### src/rtl/sensor_sample_ram.sv
// sensor_sample_ram: single-clock sample store with random access, circular push port and clear engine
//
// Parameters : DATA_WIDTH (bits per word), ADDR_WIDTH (DEPTH = 2**ADDR_WIDTH words)
// Macro      : PARITY_EN - when defined, each word carries an even-parity bit checked on read
// Ports      : clk, rst_n (async active-low)
//              addr_i, data_in_i            random-access address / write-push data
//              write_i, read_i, push_i      access strobes (push beats write, read independent)
//              clear_i                      pulse to start a sequential array clear
//              data_out_o, rd_valid_o       registered read data and its one-cycle strobe
//              busy_o                       clear engine running, accesses dropped
//              wr_ptr_o, level_o, wrapped_o push pointer, saturating fill level, sticky wrap flag
//              parity_err_o                 read parity mismatch, aligned with rd_valid_o
module sensor_sample_ram #(
    parameter int DATA_WIDTH = 8,
    parameter int ADDR_WIDTH = 4
) (
    input  logic                  clk,
    input  logic                  rst_n,
    input  logic [ADDR_WIDTH-1:0] addr_i,
    input  logic [DATA_WIDTH-1:0] data_in_i,
    input  logic                  write_i,
    input  logic                  read_i,
    input  logic                  push_i,
    input  logic                  clear_i,
    output logic [DATA_WIDTH-1:0] data_out_o,
    output logic                  rd_valid_o,
    output logic                  busy_o,
    output logic [ADDR_WIDTH-1:0] wr_ptr_o,
    output logic [ADDR_WIDTH:0]   level_o,
    output logic                  wrapped_o,
    output logic                  parity_err_o
);
    localparam int DEPTH = 2 ** ADDR_WIDTH;
`ifdef PARITY_EN
    localparam int MW = DATA_WIDTH + 1;
`else
    localparam int MW = DATA_WIDTH;
`endif

    typedef enum logic {CLEAR, IDLE} state_t;

    state_t                state_q;
    logic [ADDR_WIDTH-1:0] cnt_q;
    logic [ADDR_WIDTH-1:0] wr_ptr_q;
    logic [ADDR_WIDTH:0]   level_q;
    logic                  wrapped_q;
    logic                  busy_q;
    logic                  rd_valid_q;
    logic [DATA_WIDTH-1:0] data_out_q;
    logic [MW-1:0]         mem_q [DEPTH];

    logic                  mem_we;
    logic [ADDR_WIDTH-1:0] mem_addr;
    logic [MW-1:0]         mem_wdata;
    logic [MW-1:0]         in_word;
    logic [MW-1:0]         rd_word;

`ifdef PARITY_EN
    assign in_word = {^data_in_i, data_in_i};
`else
    assign in_word = data_in_i;
`endif
    assign rd_word = mem_q[addr_i];

    // Single write port: the clear engine owns it while clearing, otherwise push wins over write.
    always_comb begin
        mem_we    = (state_q == CLEAR) || push_i || write_i;
        mem_addr  = (state_q == CLEAR) ? cnt_q : (push_i ? wr_ptr_q : addr_i);
        mem_wdata = (state_q == CLEAR) ? '0 : in_word;
    end

    // Array itself has no reset; the clear engine zeroes it after every reset.
    always_ff @(posedge clk) begin
        if (mem_we) mem_q[mem_addr] <= mem_wdata;
    end

`ifdef PARITY_EN
    logic parity_err_q;
    assign parity_err_o = parity_err_q;
`else
    assign parity_err_o = 1'b0;
`endif

    always_ff @(posedge clk or negedge rst_n) begin
        if (!rst_n) begin
            state_q    <= CLEAR;
            cnt_q      <= '0;
            busy_q     <= 1'b1;
            wr_ptr_q   <= '0;
            level_q    <= '0;
            wrapped_q  <= 1'b0;
            rd_valid_q <= 1'b0;
            data_out_q <= '0;
`ifdef PARITY_EN
            parity_err_q <= 1'b0;
`endif
        end else if (state_q == CLEAR) begin
            cnt_q      <= cnt_q + 1'b1;
            rd_valid_q <= 1'b0;
            if (cnt_q == ADDR_WIDTH'(DEPTH - 1)) begin
                state_q <= IDLE;
                busy_q  <= 1'b0;
            end
        end else begin
            rd_valid_q <= read_i;
            if (read_i) begin
                data_out_q <= rd_word[DATA_WIDTH-1:0];
`ifdef PARITY_EN
                // Even parity over data plus stored bit is zero for an intact word.
                parity_err_q <= ^rd_word;
`endif
            end
            if (clear_i) begin
                state_q   <= CLEAR;
                busy_q    <= 1'b1;
                cnt_q     <= '0;
                wr_ptr_q  <= '0;
                level_q   <= '0;
                wrapped_q <= 1'b0;
            end else if (push_i) begin
                wr_ptr_q <= wr_ptr_q + 1'b1;
                if (wr_ptr_q == ADDR_WIDTH'(DEPTH - 1)) wrapped_q <= 1'b1;
                if (level_q != (ADDR_WIDTH + 1)'(DEPTH)) level_q <= level_q + 1'b1;
            end
        end
    end

    assign data_out_o = data_out_q;
    assign rd_valid_o = rd_valid_q;
    assign busy_o     = busy_q;
    assign wr_ptr_o   = wr_ptr_q;
    assign level_o    = level_q;
    assign wrapped_o  = wrapped_q;
endmodule

### config.mk
export PLATFORM = sky130hd
export DESIGN_NAME = sensor_sample_ram
export DESIGN_NICKNAME = d
export VERILOG_FILES = /design/src/rtl/sensor_sample_ram.sv
export SDC_FILE = /design/constraint.sdc
export NUM_CORES = 1
export LEC_CHECK = 0
export CORE_AREA = 2 2 117 119
export CTS_BUF_LIST = sky130_fd_sc_hd__clkbuf_8
export CTS_CLUSTER_SIZE = 14
export DETAILED_ROUTE_END_ITERATION = 6
export DIE_AREA = 0 0 119 121
export GPL_ROUTABILITY_DRIVEN = 0
export GPL_TIMING_DRIVEN = 0
export PLACE_DENSITY = 0.68
export SETUP_SLACK_MARGIN = 0.15
export SYNTH_ARGS = -nofsm -noshare
export SYNTH_HDL_FRONTEND = slang
export SYNTH_SLANG_ARGS = --single-unit
### constraint.sdc
create_clock -name clk -period 4.7 [get_ports clk]
set_input_delay 0.94 -clock clk [delete_from_list [all_inputs] [get_ports clk]]
set_output_delay 0.94 -clock clk [all_outputs]
set_load 0.02 [all_outputs]
# Yosys cells after proc, flatten, opt, wreduce, memory -nomap -nowiden
# Memory sizes are Yosys's and may differ from the RTL's. A register that Yosys moved wholly into a read port is not among the register bits.
# Cells that the tools add are included.
[totals]
elab_cells = 50
regBits = 17
input_bits = 18
mem_count = 1
ram_bits = 128
[op_classes]
addsub = 3
reduce_logical = 12
n_mux = 22
eq_ne = 4
bitwise = 1
[memory_table]
columns = ["name", "depth", "word_bits", "rd", "rd_clocked_by_memory_dff", "write_ports", "line", "text"]
rows = [
  ["mem_q", 16, 8, 1, 1, 1, "50", "logic [MW-1:0] mem_q [DEPTH];"],
]
[op_table]
columns = ["operator", "count"]
rows = [
  ["$mux 4", 6],
  ["$mux 5", 3],
  ["$mux 1", 12],
  ["$add 4x1->4 const B", 2],
  ["$eq 4x4->1 const B", 2],
  ["$mux 8", 1],
  ["$reduce_bool 2->1", 4],
  ["$reduce_and 2->1", 3],
  ["$reduce_and 3->1", 2],
  ["$add 5x1->5 const B", 1],
  ["$ne 5x5->1 const B", 1],
  ["$logic_or 1x1->1", 2],
  ["$ne 2x2->1 const B", 1],
  ["$logic_not 1->1", 1],
  ["$not 1->1", 1],
]

# Depth between registers and ports, before layout
# Gate-level depths: netlist (run 1).
[depth]
ltp_word = 5
ltp_mapped = 6
mapped_depth_nobuf = 6

# Worst setup path after synthesis (run 1)
# Ideal clock, no wire load.
[synth_path]
path_type = "input to register"
start = "in addr_i[3]"
end = "mem mem_q[4][0] (netlist name) (enable)"
setup_ps = 370
t_arrival_ps = 2014
setup_slack_ps = 2315
required_ps = 4330
stages = 4
cell_sequence = "or3b_4 -> a31oi_4 -> nand2_2 -> nor2_1"
[synth_between]
elab_chain_cells = 2
[synth_rtl]
columns = ["item", "line", "text"]
rows = [
  ["start, declared", "19", "input logic [ADDR_WIDTH-1:0] addr_i,"],
  ["$mux 4 (2 in a row)", "68", "mem_addr = (state_q == CLEAR) ? cnt_q : (push_i ? wr_ptr_q : addr_i);"],
  ["end, declared", "50", ""],
]
# No other way between the ends.

# Final worst setup path (run 1)
[layout_path]
start = "in push_i"
end = "mem mem_q[13][5] (netlist name) (enable)"
[layout_between]
elab_chain_cells = 4
word_cells_on_any_way = 6
cone_classes = "mux: 4; reduce/logical: 2"
[layout_rtl]
columns = ["item", "line", "text"]
rows = [
  ["start, declared", "23", "input logic push_i,"],
  ["$logic_or 1x1->1 (2 in a row)", "67", "mem_we = (state_q == CLEAR) || push_i || write_i;"],
  ["$mux 1", "74", "if (mem_we) mem_q[mem_addr] <= mem_wdata;"],
  ["$mux 1 (implied by the code)", "74", ""],
]
# Several ways; a longest one is shown, not always the timed one.

==> results of run 1 <==
[placed cells by master (no fill, tap or decap), drive strengths merged, types with 2 or more instances in the layout]
cell             n
nand4            2
nor2b            3
xor2             4
mux2i           68
clkdlybuf4s50   35
o21ai            4
a22oi           16
nand2           41
inv             12
o22ai            4
a31oi            2
bufinv           3
a21o             4
dfrtp           24
nand3b           2
clkinv           4
nor3b            2
o21a             2
nand3           29
and2            10
mux2             2
clkinvlp         5
edfxtp         128
nor2            24
ha               4
buf             19
a21oi           26
clkbuf          21
[critical path: cells and delay by family]
family,cells,cell delay (ns)
AOI/OAI and AO/OA,1,0.19
buffers and inverters,2,0.79
muxes,1,0.28
and+or+nand+nor,2,0.81
[metrics by stage]
| stage | util, % | power, mW |
|---|---|---|
| 6_report | 56.6 | 4.21 |
| 5_1_grt | 56.6 | 4.43 |
| 4_1_cts | 56.7 | 4.23 |
| 3_5_place_dp | 53.7 | 3.26 |
| 3_3_place_gp | 53.7 | 3.21 |
| 2_1_floorplan | - | 2.81 |
[layout make-up]
type / instances / area (sq um) / share of cell area (%)
Buffer: 22 / 160 / 2.16
Timing Repair Buffer: 36 / 355 / 4.79
Clock buffer: 17 / 234 / 3.16
Clock inverter: 15 / 160 / 2.16
Multi-Input combinational cell: 259 / 1780 / 24.0
Inverter: 9 / 33.8 / 0.456
Sequential cell: 153 / 4470 / 60.3
Tap cell: 176 / 220 / 2.97
[power by group through the flow]
stage	clock network, mW	registers [mW]	logic, mW
after CTS	1.00	2.09	1.14
after floorplan	0	2.16	0.646
after detailed placement	0	2.12	1.14
after global placement	0	2.10	1.11
final	0.989	2.09	1.13
after global routing	1.06	2.13	1.24
[worst max-delay path by stage]
stage                    to  slack, ns  cells past startpoint      start
6_report       mem_q[13][5]       1.76                      6     push_i
2_1_floorplan   mem_q[4][0]       2.32                      4  addr_i[3]
3_3_place_gp   mem_q[13][5]       1.22                      6     push_i
4_1_cts        mem_q[13][5]       1.72                      6     push_i
5_1_grt        mem_q[13][5]       1.59                      6     push_i
3_5_place_dp   mem_q[13][6]       1.24                      6     push_i
[cells in the mapped netlist (2+ instances only)]
master / count
clkbuf_1: 3
inv_1: 9
nor3b_1: 2
a22oi_1: 16
o22ai_1: 4
ha_1: 4
buf_2: 9
nand3_1: 29
a21o_1: 4
a21oi_2: 2
o21ai_0: 3
nand4_1: 2
xor2_1: 4
buf_6: 6
nor2b_1: 3
nand2_2: 6
nor2_1: 24
nand3b_1: 2
and2_1: 10
buf_4: 3
a21oi_1: 24
nand2_1: 35
dfrtp_1: 24
edfxtp_1: 128
mux2i_1: 68
[routing by layer]
metal  vias to the layer above  GRT usage (%)
li1                       1754              -
met1                      1891           29.3
met2                       116           33.0
met3                        17           4.37
met4                         0           8.04
met5                         -              0
[registers in the layout, summed over array words and instances, names as in the netlist]
name        count
data_out_o      8
state_q         1
cnt_q           4
mem_q         128
level_o         5
rd_valid_o      1
wr_ptr_o        4
wrapped_o       1
busy_o          1
[cell families (layout without fill, tap and decap cells)]
logic type / count (synthesis) / after routing / synth area share, %
other: 1 / 1 / 0.0582
muxes: 70 / 70 / 10.9
adders and majority gates: 4 / 4 / 0.777
AOI/OAI and AO/OA: 61 / 61 / 6.23
buffers and inverters: 31 / 99 / 3.01
xor gates and xnor gates: 5 / 5 / 0.680
and+or+nand+nor: 118 / 118 / 8.93
DFF: 153 / 153 / 69.4
==> key figures, run 1 <==
Route
  – Routed wire length on met3: 773 um
  – Avg WL per Cell: 20.5 um
  – 1st-pass router iterations: 4
  – Post-DR vias/cell: 5.50
  – Remaining antenna violation count: 0
  – # DRC: 0
  – Total wire length: 14,100 um
  – Max Used Layer: met4
  – WL met2: 6710 um
  – Wl on met1: 6320 um
  – Vias: 3,778
  – Initial DRC Count: 384

Clock tree
  – CTS Root Buffer Type: clkbuf_8
  – Post-CTS setup buffer count: 0
  – CTS clock-pin slew for the worst setup and hold paths: 0.08 ns
  – Post_cts resized: 0
  – CTS buffer count: 17
  – CTS tree: built
  – Sink Count: 153
  – Maximum clock insertion buffer count: 2
  – H-tree Lvls: 4
  – Skew-Pair Late Insertion Delay: 0.45 ns
  – Hold-fix buffers, CTS: 0

Yosys
  – Yosys reg bits: 153
  – Dominant cells by area after synthesis: edfxtp_1 60%, mux2i_1 11%, dfrtp_1 9.3%
  – Synthesized Nets: 465
  – Synth cell types: 44
  – Post-Syn Area: 6440 sq um
  – Number of synthesized flops with an enable pin: 128
  – Sequential area share after synthesis: 69.4%
  – Main flop type after synthesis: edfxtp_1
  – Synth Instances: 443
  – Post-synth ARST share: 16.3%
  – Top cell type by total area after synthesis: edfxtp_1
  – Yosys top cell area share: 59.7%
  – Syn Area/Cell: 14.5 sq um
  – Ys Warns: 0

Floorplanning
  – Die area: 14,400 sq um
  – Die Y: 121 um
  – Initial Util: 49.2%
  – Top Ports: 39
  – Die width: 119 um
  – Area of the core: 13,100 sq um
  – # rows: 42

Final layout
  – Final layout net count: 520
  – Finished Cell Area: 7410 sq um
  – Inserted Diodes: 0
  – Fin cells: 687
  – Fill count: 1,072
  – Share of layout cells above drive strength 1: 11.9%
  – Area Growth Syn to Fin: 15.1%

Timing
  – Unrepaired setup endpoints after global routing: no
  – Hold Slack: 0.501 ns
  – Minimum clock period: 2.94 ns
  – Final worst setup slack: 1.76 ns
  – Setup TNS: 0 ns
  – Final Cycle Share: 62.6%
  – Endpoints failing hold: 0
  – Setup violations, final: 0
  – Slew headroom: 34.9%
  – Clk_skew: 0.0113 ns
  – Final count of pins violating max slew: 0
  – Slew @ Worst Pin: 0.972 ns
  – Max Freq: 340 MHz

Worst setup path
  – CP arrival: 3.02 ns
  – Worst Path Max Fanout: 10
  – Worst endpoint required time: 4.77 ns
  – Reg-to-Reg Start: state_q
  – Setup crit start kind: input port
  – Cells on worst reg2reg path: 6
  – Worst reg-to-reg setup slack: 2.48 ns
  – Reg-to-reg endpoint: mem_q[13][5]
  – CP Class: input port to flip-flop
  – Slowest CP cell: nor2_1
  – Crit-path cells: clkdlybuf4s50_1 -> buf_6 -> mux2i_1 -> a21o_1 -> nand2_1 -> nor2_1
  – CP endpoint kind: flip-flop
  – Delay of the slowest critical-path stage: 0.69 ns

Placement
  – Area post-placement: 7020 sq um
  – Dpl cells: 655
  – Port Buffers: 36
  – Place WS: 1.24 ns
  – HPWL after DPL: 9490 um

Power and ir drop
  – Pwr dens: 569 nW/um^2
  – Register share of total power: 49.6%
  – Switching power: 1.36 mW
  – Cell-internal power: 2.85 mW
  – Comb power frac: 26.9%
  – Sw Ratio: 32.3%
  – Worst IR Drop VDD: 279 uV
  – LEAKAGE: 2.80 nW
  – Clk network pwr share: 23.5%

Global routing
  – Pin count of the biggest net entering global routing: 26
  – First-pass GRT wire length: 22,000 um
  – Grt total ovfl: 0
  – Initial antenna violation count: 0
  – GRT Overall Usage: 21.1%
  – Vias in the first global route: 3,840

Hold path
  – Tightest Hold Check Type: flip-flop to flip-flop
  – Hold Crit Start: data_out_o[0]
  – Hold Path Stages: 2
  – Hold EP: data_out_o[0]

Run status
  – Status: finished, final reports clean

Flow run
  – Max Cap Viol: 0
(Power assumes the default switching activity.)
==> run 2, diff against run 1 <==
==> constraint.sdc (replaced) <==
create_clock -name clk -period 2.9 [get_ports clk]
set_input_delay 0.58 -clock clk [delete_from_list [all_inputs] [get_ports clk]]
set_output_delay 0.58 -clock clk [all_outputs]
set_load 0.02 [all_outputs]
==> results of run 2 <==
Same layout as run 1 (identical final DEF). Status: finished, final reports clean.
Among the figures that moved: setup slack after placement 1.24 ns -> -0.198 ns; setup slack after layout 1.76 ns -> 0.316 ns; hold slack 0.501 ns -> 0.161 ns; register-to-register setup slack 2.48 ns -> 0.68 ns; total power 4.21 mW -> 6.83 mW; worst IR drop on VDD 279 uV -> 453 uV
